[src/rtl/mips_pkg.sv]
// mips_pkg: constants and loader state encoding shared across the MIPS support blocks
package mips_pkg;
  localparam logic [7:0] START_BYTE = 8'hA5;
  typedef enum logic [2:0] {IDLE, COUNT, DATA, WRITE, CHECK, RUN, ERROR} state_t;
endpackage

[src/rtl/word_assembler.sv]
// word_assembler: shifts bytes MSB-first into a 32-bit word and keeps a running XOR checksum
module word_assembler (
  input  logic        clk,
  input  logic        reset,
  input  logic [7:0]  din,
  input  logic        shift,
  input  logic        clear,
  output logic [31:0] word,
  output logic [7:0]  csum,
  output logic [1:0]  idx
);
  always_ff @(posedge clk or negedge reset)
    if (!reset) begin
      word <= '0;
      csum <= '0;
      idx  <= '0;
    end else if (clear) begin
      word <= '0;
      csum <= '0;
      idx  <= '0;
    end else if (shift) begin
      word <= {word[23:0], din};
      csum <= csum ^ din;
      idx  <= idx + 2'd1;
    end
endmodule

[src/rtl/imem_loader.sv]
// imem_loader: receives a framed byte stream, writes instruction words to memory,
// then releases the core from reset once the checksum matches
module imem_loader
  import mips_pkg::*;
#(
  parameter int ADDR_WIDTH = 8
) (
  input  logic                  clk,
  input  logic                  reset,
  input  logic                  rx_valid,
  input  logic [7:0]            rx_data,
  output logic                  rx_ready,
  output logic                  imem_we,
  output logic [ADDR_WIDTH-1:0] imem_addr,
  output logic [31:0]           imem_wdata,
  output logic                  cpu_reset,
  output logic                  done,
  output logic                  error
);
  state_t     state;
  logic [7:0] n, cnt, csum;
  logic [1:0] idx;
  logic       xfer;
  assign rx_ready = state != WRITE;
  assign xfer     = rx_valid && rx_ready;
  word_assembler u_asm (
    .clk  (clk),
    .reset(reset),
    .din  (rx_data),
    .shift(xfer && state == DATA),
    .clear(xfer && state == COUNT),
    .word (imem_wdata),
    .csum (csum),
    .idx  (idx)
  );
  always_ff @(posedge clk or negedge reset)
    if (!reset) begin
      state     <= IDLE;
      imem_we   <= 1'b0;
      imem_addr <= '0;
      n         <= '0;
      cnt       <= '0;
      cpu_reset <= 1'b1;
      done      <= 1'b0;
      error     <= 1'b0;
    end else begin
      imem_we <= 1'b0;
      case (state)
        IDLE: if (xfer && rx_data == START_BYTE) state <= COUNT;
        COUNT: if (xfer) begin
          if (rx_data == 8'd0) begin
            state <= ERROR;
            error <= 1'b1;
          end else begin
            n         <= rx_data;
            cnt       <= '0;
            imem_addr <= '0;
            state     <= DATA;
          end
        end
        DATA: if (xfer && idx == 2'd3) begin
          state   <= WRITE;
          imem_we <= 1'b1;
        end
        WRITE: begin
          imem_addr <= imem_addr + ADDR_WIDTH'(1);
          cnt       <= cnt + 8'd1;
          state     <= (cnt == n - 8'd1) ? CHECK : DATA;
        end
        CHECK: if (xfer) begin
          state     <= (rx_data == csum) ? RUN : ERROR;
          cpu_reset <= rx_data != csum;
          done      <= rx_data == csum;
          error     <= rx_data != csum;
        end
        RUN: if (xfer && rx_data == START_BYTE) begin
          state     <= COUNT;
          cpu_reset <= 1'b1;
          done      <= 1'b0;
        end
        ERROR: if (xfer && rx_data == START_BYTE) begin
          state <= COUNT;
          error <= 1'b0;
        end
        default: state <= IDLE;
      endcase
    end
endmodule

[config.mk]
export PLATFORM = sky130hd
export DESIGN_NAME = imem_loader
export DESIGN_NICKNAME = d
export VERILOG_FILES = /design/src/rtl/mips_pkg.sv /design/src/rtl/word_assembler.sv /design/src/rtl/imem_loader.sv
export SDC_FILE = /design/constraint.sdc
export NUM_CORES = 1
export LEC_CHECK = 0
export ABC_AREA = 1
export BUFFER_PORTS_ARGS = -buffer_cell sky130_fd_sc_hd__buf_2
export CELL_PAD_IN_SITES_DETAIL_PLACEMENT = 2
export CELL_PAD_IN_SITES_GLOBAL_PLACEMENT = 2
export CORE_ASPECT_RATIO = 1.4
export CORE_MARGIN = 4
export CORE_UTILIZATION = 34
export DETAILED_ROUTE_END_ITERATION = 10
export PLACE_DENSITY_LB_ADDON = 0.1
export SETUP_SLACK_MARGIN = 0.5
export SKIP_CTS_REPAIR_TIMING = 1
export SYNTH_ARGS = -nofsm -noshare
export SYNTH_HDL_FRONTEND = slang
export SYNTH_SLANG_ARGS = --single-unit
[constraint.sdc]
create_clock -name clk -period 2.2 [get_ports clk]
set_input_delay 0.22 -clock clk [delete_from_list [all_inputs] [get_ports clk]]
set_output_delay 0.22 -clock clk [all_outputs]
set_load 0.02 [all_outputs]
==> results of run 1 <==
cells in the final DEF, fill, tap and decap left out, types with 7 or more instances in the layout:
cell type,instances
o22ai_1,27
nand3_1,44
clkbuf_16,9
o21ai_0,27
buf_4,14
xor2_1,13
nand2_1,74
inv_2,7
inv_1,57
nor2_1,18
xnor2_1,8
dfrtp_1,68
buf_2,54
routing by layer:
layer | track usage [%] | vias up | wire length [um]
met5 | 0 | - | 0
met4 | 5.148 | 0 | 142
met3 | 3.776 | 13 | 329
met2 | 34.34 | 43 | 6495
met1 | 22.11 | 1605 | 4753
li1 | - | 1515 | -
cell type report:
type,instances,area [um^2],share of cell area [%]
Tap cell,138,172.7,3.692
Inverter,66,260.3,5.564
Sequential cell,73,1833,39.19
Multi-Input combinational cell,267,1595,34.11
Timing Repair Buffer,74,471.7,10.09
Clock buffer,9,225.2,4.815
Clock inverter,7,118.9,2.541
worst paths after layout:
path,endpoint,slack (ns),depth (start not counted)
worst max-delay path,state[1],0.57,12
worst min-delay path,u_asm.idx[1],0.21,3
worst max register to register,state[1],0.57,12
worst min register to register,done,0.51,2
max in group asynchronous,cpu_reset,1.06,3
min in group asynchronous,n[1],0.40,2
state kept, by name (all words and copies together), names as in the netlist:
| name | count |
|---|---|
| u_asm.idx | 2 |
| u_asm.word | 32 |
| u_asm.csum | 8 |
| state | 3 |
| done | 1 |
| error | 1 |
| imem_addr | 8 |
| n | 8 |
| imem_we | 1 |
| cnt | 8 |
| cpu_reset | 1 |
cell families after synthesis:
group / Yosys count / synth area share, %
AOI/OAI and AO/OA: 73 / 12.34
xor gates and xnor gates: 22 / 5.191
buffers and inverters: 80 / 9.706
DFF: 73 / 49.24
adders and majority gates: 4 / 1.348
and+or+nand+nor: 167 / 22.18
worst min-delay path, delay by kind of cell:
kind	cells	cell delay, ns
buf+inv	1	0.14
simple gates	2	0.14
where the power goes:
part / leakage (nW) / switching, mW / internal [mW]
Combinational: 1.15 / 1.99 / 1.18
Sequential: 0.963 / 0.466 / 1.84
Clock: 0.162 / 0.618 / 1.11
Total: 2.28 / 3.08 / 4.13
per-stage QoR:
stage	util (%)	instance area, um^2	total power, mW	worst slack [ns]	std cells
6_report	44.48	4677	7.207	0.5730	634
5_1_grt	44.48	4677	7.790	0.4005	634
4_1_cts	42.53	4472	6.978	0.2458	622
3_5_place_dp	39.26	4128	5.176	0.3163	606
3_3_place_gp	39.26	4128	5.051	0.2985	606
2_1_floorplan	-	3712	4.283	0.6775	419
==> flow_summary.json, run 1 <==
{
  "outcome": "finished, final reports clean",
  "grt_pass1_wl_mm": 19.00,
  "drt_pre_antenna_iters": 4,
  "antennaDiodeCount": 0,
  "clk_path_buf_depth": 2,
  "io_buffers": 55,
  "postSynthCellCount": 419,
  "crit_required_ns": 2.42,
  "antenna_found_initial": 0,
  "synth_edf_count": 0,
  "end_kind": "flop",
  "drv_cap": 0,
  "drive_gt1_share_pct": 27.42,
  "synth_most_common_cell": "nand2_1",
  "cts_tree": "yes",
  "p_per_area_nw_per_um2": 1541,
  "crit_fanout": 3,
  "synth_top_area_share_pct": 48.53,
  "yosys_register_bits": 73,
  "cts.htree.levels": 3,
  "crit_path_start_kind": "flop",
  "synth_fp_nets": 434,
  "cp_cell_sequence": "inv_2 -> ha_4 -> xor2_1 -> nand2_1 -> nor2_1 -> nand2_1 -> nor2_2 -> nand2_1 -> nand2_1 -> nand2_1 -> nand2_1 -> nand2_1",
  "vias": 3176,
  "ios": 56,
  "die_area_um2": 12680,
  "critPathTopFamily": "simple AND/OR/NAND/NOR gates",
  "worst_hold_slack_ns": 0.2059,
  "min_path_type": "input pin to flop",
  "nNetsFinal": 506,
  "final_hold_viol_count": 0,
  "areaGrowthSynthToFinish_pct": 25.99,
  "place_congestion": 0.7857,
  "relSlewSlack_pct": 65.48,
  "hold_start": "rx_valid",
  "synth_area_leaders": "dfrtp_1 (49%), nand2_1 (7.6%), inv_1 (6.0%)",
  "drt_iter0_markers": 68,
  "setup_viol": 0,
  "worst_setup_path_startpoint": "n[1]",
  "grt_max_degree": 37,
  "cts_sinks": 73,
  "avgSynthCellArea_um2": 8.860,
  "r2r_start": "n[1]",
  "yosys.area.top_type": "dfrtp_1",
  "gr-total-overflow": 0,
  "die_width_um": 96.31,
  "yosysSeqAreaShare_pct": 49.24,
  "synthDistinctLibCells": 38,
  "die_y_um": 131.6,
  "max_freq_mhz": 614.6,
  "ant_nets": 0,
  "hpwlAfterDp_mm": 8.049,
  "slowest_delay_ns": 0.42,
  "wire_per_inst_um": 18.49,
  "row_count": 44,
  "tightest_slew_ns": 0.5178,
  "fillerInstances": 1185,
  "drt_wl_total_mm": 11.72,
  "final_max_slew_viol_count": 0,
  "path_buf_inv": 1,
  "slowest_stage": "dfrtp_1",
  "finalCriticalPeriod_ns": 1.627,
  "synthTopCellsByCount": "nand2_1 (75), dfrtp_1 (72), inv_1 (59), nand3_1 (44), o21ai_0 (28)",
  "start_util_pct": 35.30,
  "via_per_inst": 5.009,
  "cp_common_cell": "nand2_1",
  "track_usage_pct": 18.95,
  "clock_latency_ns": 0.33,
  "synth_area_um2": 3712,
  "fin_setup_tns_ns": 0,
  "rsz0062_at_grt": "true",
  "cts-buffers-inserted": 9,
  "ys_warn_count": 0,
  "drc": 0,
  "clk_pin_slew_ns": 0.07,
  "final.setup_skew_ns": 0.008440,
  "path_class": "flop to flop",
  "ys.flop_type": "dfrtp_1",
  "postSynth.asyncResetShare_pct": 100.0,
  "root_buffer": "clkbuf_16",
  "core_um2": 10520,
  "ir_drop_mv": 0.6345,
  "cp_data_arrival_time_ns": 1.85,
  "grt_pass1_vias": 3587,
  "fin_crit_sh_pct": 73.95,
  "p_leak_nw": 2.277
}
No activity file was read; power rests on OpenSTA's default activity.
==> inputs of run 2 (changes only) <==
- ABC_AREA: 1 -> 0
- CORE_UTILIZATION: 34 -> 36
- clock period: 2.2 -> 1.5 ns (I/O delays scaled with it)
==> run 2 against run 1 <==
Effect of this change: the flow now stops in 5_1_grt; synthesized cell count shrank 18%; area after synthesis fell by 6.4%.
==> flow_summary.json, run 2 <==
{
  "stop_error": "[ERROR DPL-0033] detailed placement checks failed during check placement.",
  "row_count": 42,
  "worst_endpoint": "state[1]$_DFFE_PN0P_/D",
  "root_buffer": "clkbuf_16",
  "synth_most_common_cell": "dfrtp_1",
  "die_y_um": 124.2,
  "antenna_found_initial": 0,
  "ys.flop_type": "dfrtp_1",
  "cts-buffers-inserted": 9,
  "postSynth.asyncResetShare_pct": 100.0,
  "grt_max_degree": 40,
  "yosysSeqAreaShare_pct": 52.61,
  "avgSynthCellArea_um2": 10.16,
  "endpoint_type": "register input",
  "postSynthCellCount": 342,
  "synth_area_um2": 3475,
  "synthTopCellsByCount": "dfrtp_1 (72), nand2_1 (38), o21ai_0 (32), nor2_1 (31), a22o_1 (25)",
  "synth_area_leaders": "dfrtp_1 (52%), a22o_1 (6.3%), o21ai_0 (4.6%)",
  "lastStage": "5_1_grt",
  "synth_edf_count": 0,
  "ios": 56,
  "start_util_pct": 36.73,
  "synthDistinctLibCells": 49,
  "ys_warn_count": 0,
  "yosys_register_bits": 73,
  "cts.htree.levels": 3,
  "synth_fp_nets": 357,
  "die_width_um": 91.03,
  "placed_cells": 568,
  "cts_sinks": 73,
  "synth_top_area_share_pct": 51.85,
  "place_area_um2": 4611,
  "place_congestion": 0.7777,
  "yosys.area.top_type": "dfrtp_1",
  "clk_path_buf_depth": 2,
  "io_buffers": 55,
  "outcome": "stopped before the end",
  "hpwlAfterDp_mm": 8.956
}
-- run 2: cell types whose count changed after synthesis, sizes merged, moves of 10 or more --
cell,before,now
inv,66,9
nand2,80,38
nand3,48,10
o22ai,31,0
a22o,0,25
clkbuf,1,11
-- run 2: stage by stage --
stage                     worst slack [ns]  hold WS, ns
after detailed placement           -0.6986      0.01981
after floorplan                    -0.5988      -0.1456
after CTS                          -0.7475      -0.3399
after global placement             -0.6018      0.01342
-- run 2: logic make-up after synthesis --
family          count (synthesis)  synth area share (%)
buf+inv                        27                 3.277
simple gates                  116                 16.28
xor+xnor                       31                 8.030
flops                          73                 52.61
compound gates                 85                 16.42
mux                             6                 1.944
fa+ha+maj                       4                 1.440
==> inputs of run 3 (changes only) <==
- CELL_PAD_IN_SITES_DETAIL_PLACEMENT: 2 -> default
- CELL_PAD_IN_SITES_GLOBAL_PLACEMENT: 2 -> default
- CORE_ASPECT_RATIO: 1.4 -> default
- CORE_UTILIZATION: 36 -> 25
- PLACE_DENSITY_LB_ADDON: 0.1 -> 0.15
- SETUP_SLACK_MARGIN: 0.5 -> default
==> run 3 against run 2 <==
Effect of this change: the flow now finishes, with violations (setup timing); synthesized cell count unchanged; area after synthesis stayed put.
==> flow_summary.json, run 3 <==
{
  "clk_path_buf_depth": 2,
  "hold-path-endpoint": "u_asm.word[1]",
  "worst_slack_ns": -0.5711,
  "path_class": "flop to flop",
  "synth_fp_nets": 357,
  "hold_start": "rx_data[1]",
  "largest_reg_flops": 32,
  "synthTopCellsByCount": "dfrtp_1 (72), nand2_1 (38), o21ai_0 (32), nor2_1 (31), a22o_1 (25)",
  "root_buffer": "clkbuf_16",
  "use_met3_pct": 2.710,
  "synth_area_leaders": "dfrtp_1 (52%), a22o_1 (6.3%), o21ai_0 (4.6%)",
  "grt_pass1_vias": 2998,
  "cts.htree.levels": 3,
  "grt_use_met2_pct": 18.90,
  "antenna_found_initial": 0,
  "areaGrowthSynthToFinish_pct": 62.62,
  "final.setup_skew_ns": 0.007443,
  "max_freq_mhz": 482.8,
  "crit_path_start_kind": "flop",
  "relSlewSlack_pct": 71.09,
  "yosysSeqAreaShare_pct": 52.61,
  "crit_required_ns": 1.72,
  "busiest_layer": "met2",
  "vias": 3156,
  "synth_top_area_share_pct": 51.85,
  "ys_warn_count": 0,
  "place_area_um2": 4599,
  "min_path_type": "input pin to flop",
  "cts_tree": "yes",
  "synth_area_um2": 3475,
  "synth_most_common_cell": "dfrtp_1",
  "ant_nets": 0,
  "clk_pin_slew_ns": 0.07,
  "gr-total-overflow": 0,
  "grt_use_met1_pct": 16.05,
  "drive_gt1_share_pct": 50.30,
  "grt_pass1_wl_mm": 15.39,
  "worst_hold_slack_ns": 0.1861,
  "r2r_start": "n[3]",
  "antennaDiodeCount": 0,
  "drt_wl_total_mm": 10.50,
  "utilization_pct": 42.17,
  "p_per_area_nw_per_um2": 2347,
  "whs_path_depth": 4,
  "cts-buffers-inserted": 9,
  "drc": 0,
  "mostFrequentLayoutCells": "buf_4 (72), dfrtp_1 (71), buf_2 (53)",
  "drt_iter0_markers": 182,
  "ios": 56,
  "hpwlAfterDp_mm": 6.485,
  "grt_max_degree": 40,
  "die_area_um2": 15850,
  "clock_latency_ns": 0.34,
  "yosys_register_bits": 73,
  "top_register": "u_asm.word",
  "fin_setup_tns_ns": -6.920,
  "postSynthCellCount": 342,
  "final_max_slew_viol_count": 0,
  "setup_viol": 59,
  "drv_cap": 0,
  "cp_data_arrival_time_ns": 2.29,
  "fin_crit_sh_pct": 138.1,
  "core_um2": 13400,
  "track_usage_pct": 11.84,
  "end_kind": "flop",
  "via_per_inst": 4.662,
  "reg2reg_depth": 6,
  "die_width_um": 125.9,
  "layout_commonest_cell": "buf_4",
  "place_congestion": 0.7959,
  "avgSynthCellArea_um2": 10.16,
  "p_leak_nw": 2.619,
  "crit_fanout": 2,
  "rsz0062_at_grt": "true",
  "outcome": "finished, violations left",
  "nNetsFinal": 511,
  "ys.flop_type": "dfrtp_1",
  "start_util_pct": 25.93,
  "io_buffers": 55,
  "final_hold_viol_count": 0,
  "die_y_um": 125.9,
  "wire_per_inst_um": 15.50,
  "violations": "setup timing",
  "synth_edf_count": 0,
  "ir_drop_mv": 0.6707,
  "tightest_slew_ns": 0.4306,
  "finalPower_mw": 13.26,
  "r2r_setup_slack_ns": -0.57,
  "yosys.area.top_type": "dfrtp_1",
  "drt_pre_antenna_iters": 4,
  "cts_sinks": 73,
  "synthDistinctLibCells": 49,
  "final_area_um2": 5650,
  "finalCriticalPeriod_ns": 2.071,
  "rr_endpoint": "state[1]",
  "postSynth.asyncResetShare_pct": 100.0,
  "row_count": 42
}
==> run 3: cell counts after synthesis <==
No cell type changed its count.
==> run 3: worst max-delay path, cell delays in order (launching register included) <==
cell and delay, ns:
dfrtp_1 0.38, or3_4 0.37, or4_4 0.44, xnor2_2 0.17
a2111oi_4 0.27, a21oi_2 0.09, o221a_1 0.23
==> run 3: metrics by stage <==
stage	setup WS, ns	instances
2_1_floorplan	-0.5988	342
3_3_place_gp	-0.6144	633
3_5_place_dp	-0.6439	633
4_1_cts	-0.6523	649
5_1_grt	-0.6471	677
6_report	-0.5711	677
==> run 3: area by class of cell <==
class,instances,area [um^2]
fill,1338,7750
multi-input combinational,242,1897
sequential,73,1829
timing repair buffer,161,1348
clock buffer,9,225.2
tap,176,220.2
clock inverter,7,90.09
inverter,9,41.29
==> run 3: worst max path at each step <==
stage                           to  cells past startpoint  start
after floorplan           state[1]                      7   n[2]
after global placement    state[1]                      6   n[4]
after detailed placement  state[1]                      6   n[4]
after CTS                 state[1]                      6   n[4]
after global routing      state[1]                      6   n[4]
final                     state[1]                      6   n[3]
==> run 3: cells by family (layout without fill, tap and decap cells) <==
| kind of cell | after synthesis | count (layout) | synth area share (%) |
|---|---|---|---|
| AND/OR/NAND/NOR | 116 | 116 | 16.28 |
| XOR/XNOR | 31 | 31 | 8.030 |
| buffers and inverters | 27 | 186 | 3.277 |
| AO/OA/AOI/OAI | 85 | 85 | 16.42 |
| flip-flops | 73 | 73 | 52.61 |
| multiplexers | 6 | 6 | 1.944 |
| adder cells (fa/ha/maj) | 4 | 4 | 1.440 |
==> run 3: power by group <==
part | switching, mW | total, mW | leakage, nW | internal [mW]
Sequential | 0.734 | 3.59 | 0.921 | 2.86
Combinational | 3.70 | 7.36 | 1.54 | 3.66
Clock | 0.968 | 2.31 | 0.157 | 1.34
==> run 3: routing by layer <==
layer	up-vias	share of wire, %
li1	1522	-
met1	1586	48
met2	42	48
met3	6	2.8
met4	0	1.2
met5	-	0
==> inputs of run 4 (changes only) <==
- ABC_AREA: 0 -> 1
- BUFFER_PORTS_ARGS: -buffer_cell sky130_fd_sc_hd__buf_2 -> -buffer_cell sky130_fd_sc_hd__clkbuf_2
==> run 4 against run 3 <==
Effect of this change: clock power decreased by 3%; critical endpoint unchanged; sequential share of layout area rose by 5.7 points; combinational power is 38% lower; register-to-register slack improved by 0.57 ns; total power shrank 24%; the run still ends with setup timing left; sequential cell count stayed put; die area is 6.4% higher; via count is 2.5% lower; wire length decreased by 10%; clock-buffer cell count grew 1; global-route usage fell by 0.22 points.
==> flow_summary.json, run 4 (synthesized netlist as in run 1, its figures left out) <==
{
  "grt_pass1_vias": 3067,
  "finalCriticalPeriod_ns": 1.500,
  "min_path_type": "input pin to flop",
  "top_layer_used": "met4",
  "final.setup_skew_ns": 0.007076,
  "nNetsFinal": 518,
  "relSlewSlack_pct": 74.89,
  "top_register": "u_asm.word",
  "drt_iter0_markers": 105,
  "gr-total-overflow": 0,
  "wl_met1_mm": 4.491,
  "met3_wirelength_um": 459,
  "final_area_um2": 4803,
  "vias": 3077,
  "areaGrowthSynthToFinish_pct": 29.39,
  "start_util_pct": 25.54,
  "die_width_um": 129.9,
  "finalPower_mw": 10.10,
  "final_hold_viol_count": 0,
  "crit_required_ns": 1.73,
  "max_freq_mhz": 666.6,
  "cp_data_arrival_time_ns": 1.73,
  "crit_fanout": 4,
  "mostFrequentLayoutCells": "nand2_1 (73), dfrtp_1 (72), inv_1 (56)",
  "drive_gt1_share_pct": 28.94,
  "fillerInstances": 1565,
  "violations": "setup timing",
  "die_area_um2": 16860,
  "drt_pre_antenna_iters": 4,
  "worst_slack_ns": -0.00006128,
  "clock_latency_ns": 0.33,
  "cts.htree.levels": 3,
  "row_count": 44,
  "tightest_slew_ns": 0.3767,
  "p_leak_nw": 2.318,
  "clk_path_buf_depth": 2,
  "track_usage_pct": 11.62,
  "largest_reg_flops": 32,
  "fin_crit_sh_pct": 100.0,
  "die_y_um": 129.9,
  "grt_pass1_wl_mm": 15.46,
  "place_area_um2": 4363,
  "grt_max_degree": 52,
  "crit_path_start_kind": "flop",
  "rsz0062_at_grt": "true",
  "setup_viol": 1,
  "hpwlAfterDp_mm": 6.830,
  "wire_per_inst_um": 13.59,
  "utilization_pct": 33.05,
  "core_um2": 14530,
  "outcome": "finished, violations left",
  "ant_nets": 0,
  "place_congestion": 0.7943,
  "drc": 0,
  "p_per_area_nw_per_um2": 2104,
  "wl_met2_mm": 4.354,
  "via_per_inst": 4.447,
  "io_buffers": 55,
  "end_kind": "flop",
  "cts_sinks": 73,
  "dp_slack_ns": -0.07449,
  "ir_drop_mv": 0.7241,
  "cts-buffers-inserted": 9,
  "layout_commonest_cell": "nand2_1",
  "drt_wl_total_mm": 9.407,
  "cts_tree": "yes",
  "drv_cap": 0,
  "final_max_slew_viol_count": 0,
  "antenna_found_initial": 0,
  "clk_pin_slew_ns": 0.06,
  "antennaDiodeCount": 0,
  "root_buffer": "clkbuf_16",
  "ios": 56,
  "path_class": "flop to flop"
}
==> run 4: report_power, final <==
| part | internal, mW | leakage [nW] | total [mW] | switching [mW] |
|---|---|---|---|---|
| Combinational | 1.80 | 1.20 | 4.54 | 2.74 |
| Clock | 1.35 | 0.150 | 2.23 | 0.876 |
| Sequential | 2.69 | 0.968 | 3.34 | 0.646 |
| Total | 5.85 | 2.32 | 10.1 | 4.26 |
==> run 4: worst paths after layout <==
kind | start | to | slack (ns) | cells after the start
setup / recovery | n[1] | state[1] | -0.00006 | 13
hold / removal | rx_valid | u_asm.idx[1] | 0.16 | 3
setup reg to reg | n[1] | state[1] | -0.00006 | 13
hold reg to reg | error | error | 0.48 | 2
max in group asynchronous | reset | cpu_reset | 0.68 | 3
min in group asynchronous | reset | cnt[6] | 0.28 | 2
==> run 4: layout make-up <==
class                   instances  area [um^2]  area share, %
well taps                     184        230.2          4.793
inverters                      66        252.7          5.262
clock inverters                 6        72.57          1.511
clock buffers                  10        239.0          4.975
repair buffers                 87        601.8          12.53
flip-flops and latches         73         1828          38.06
multi-input cells             266         1579          32.87
==> run 4: metal layers <==
metal  vias to the layer above  global-route usage, %
met5                         -                      0
met3                        11                  3.807
met4                         0                  3.117
li1                       1548                      -
met2                        50                  18.35
met1                      1468                  15.37
==> run 4: worst max-delay path, cell delays in order (launching register included) <==
cell and delay [ns]:
dfrtp_1 0.40, inv_2 0.07, ha_4 0.14, nand2_2 0.09, nor2_2 0.10, o21ai_0 0.11, nand2_1 0.08, nand2_1 0.06
nor2_2 0.10, nand2_1 0.06, nand2_1 0.05, nand2_1 0.04, nand2_1 0.05, nand2_1 0.04
==> run 4: stage by stage <==
step	hold slack, ns	TNS (ns)	cells
detailed placement	0.09509	-0.1102	669
global route	0.1606	-1.213	692
CTS	-0.2685	-0.2276	685
floorplan	-0.1456	0	419
finish	0.1551	-0.00006128	692
global placement	0.09265	-0.03110	669
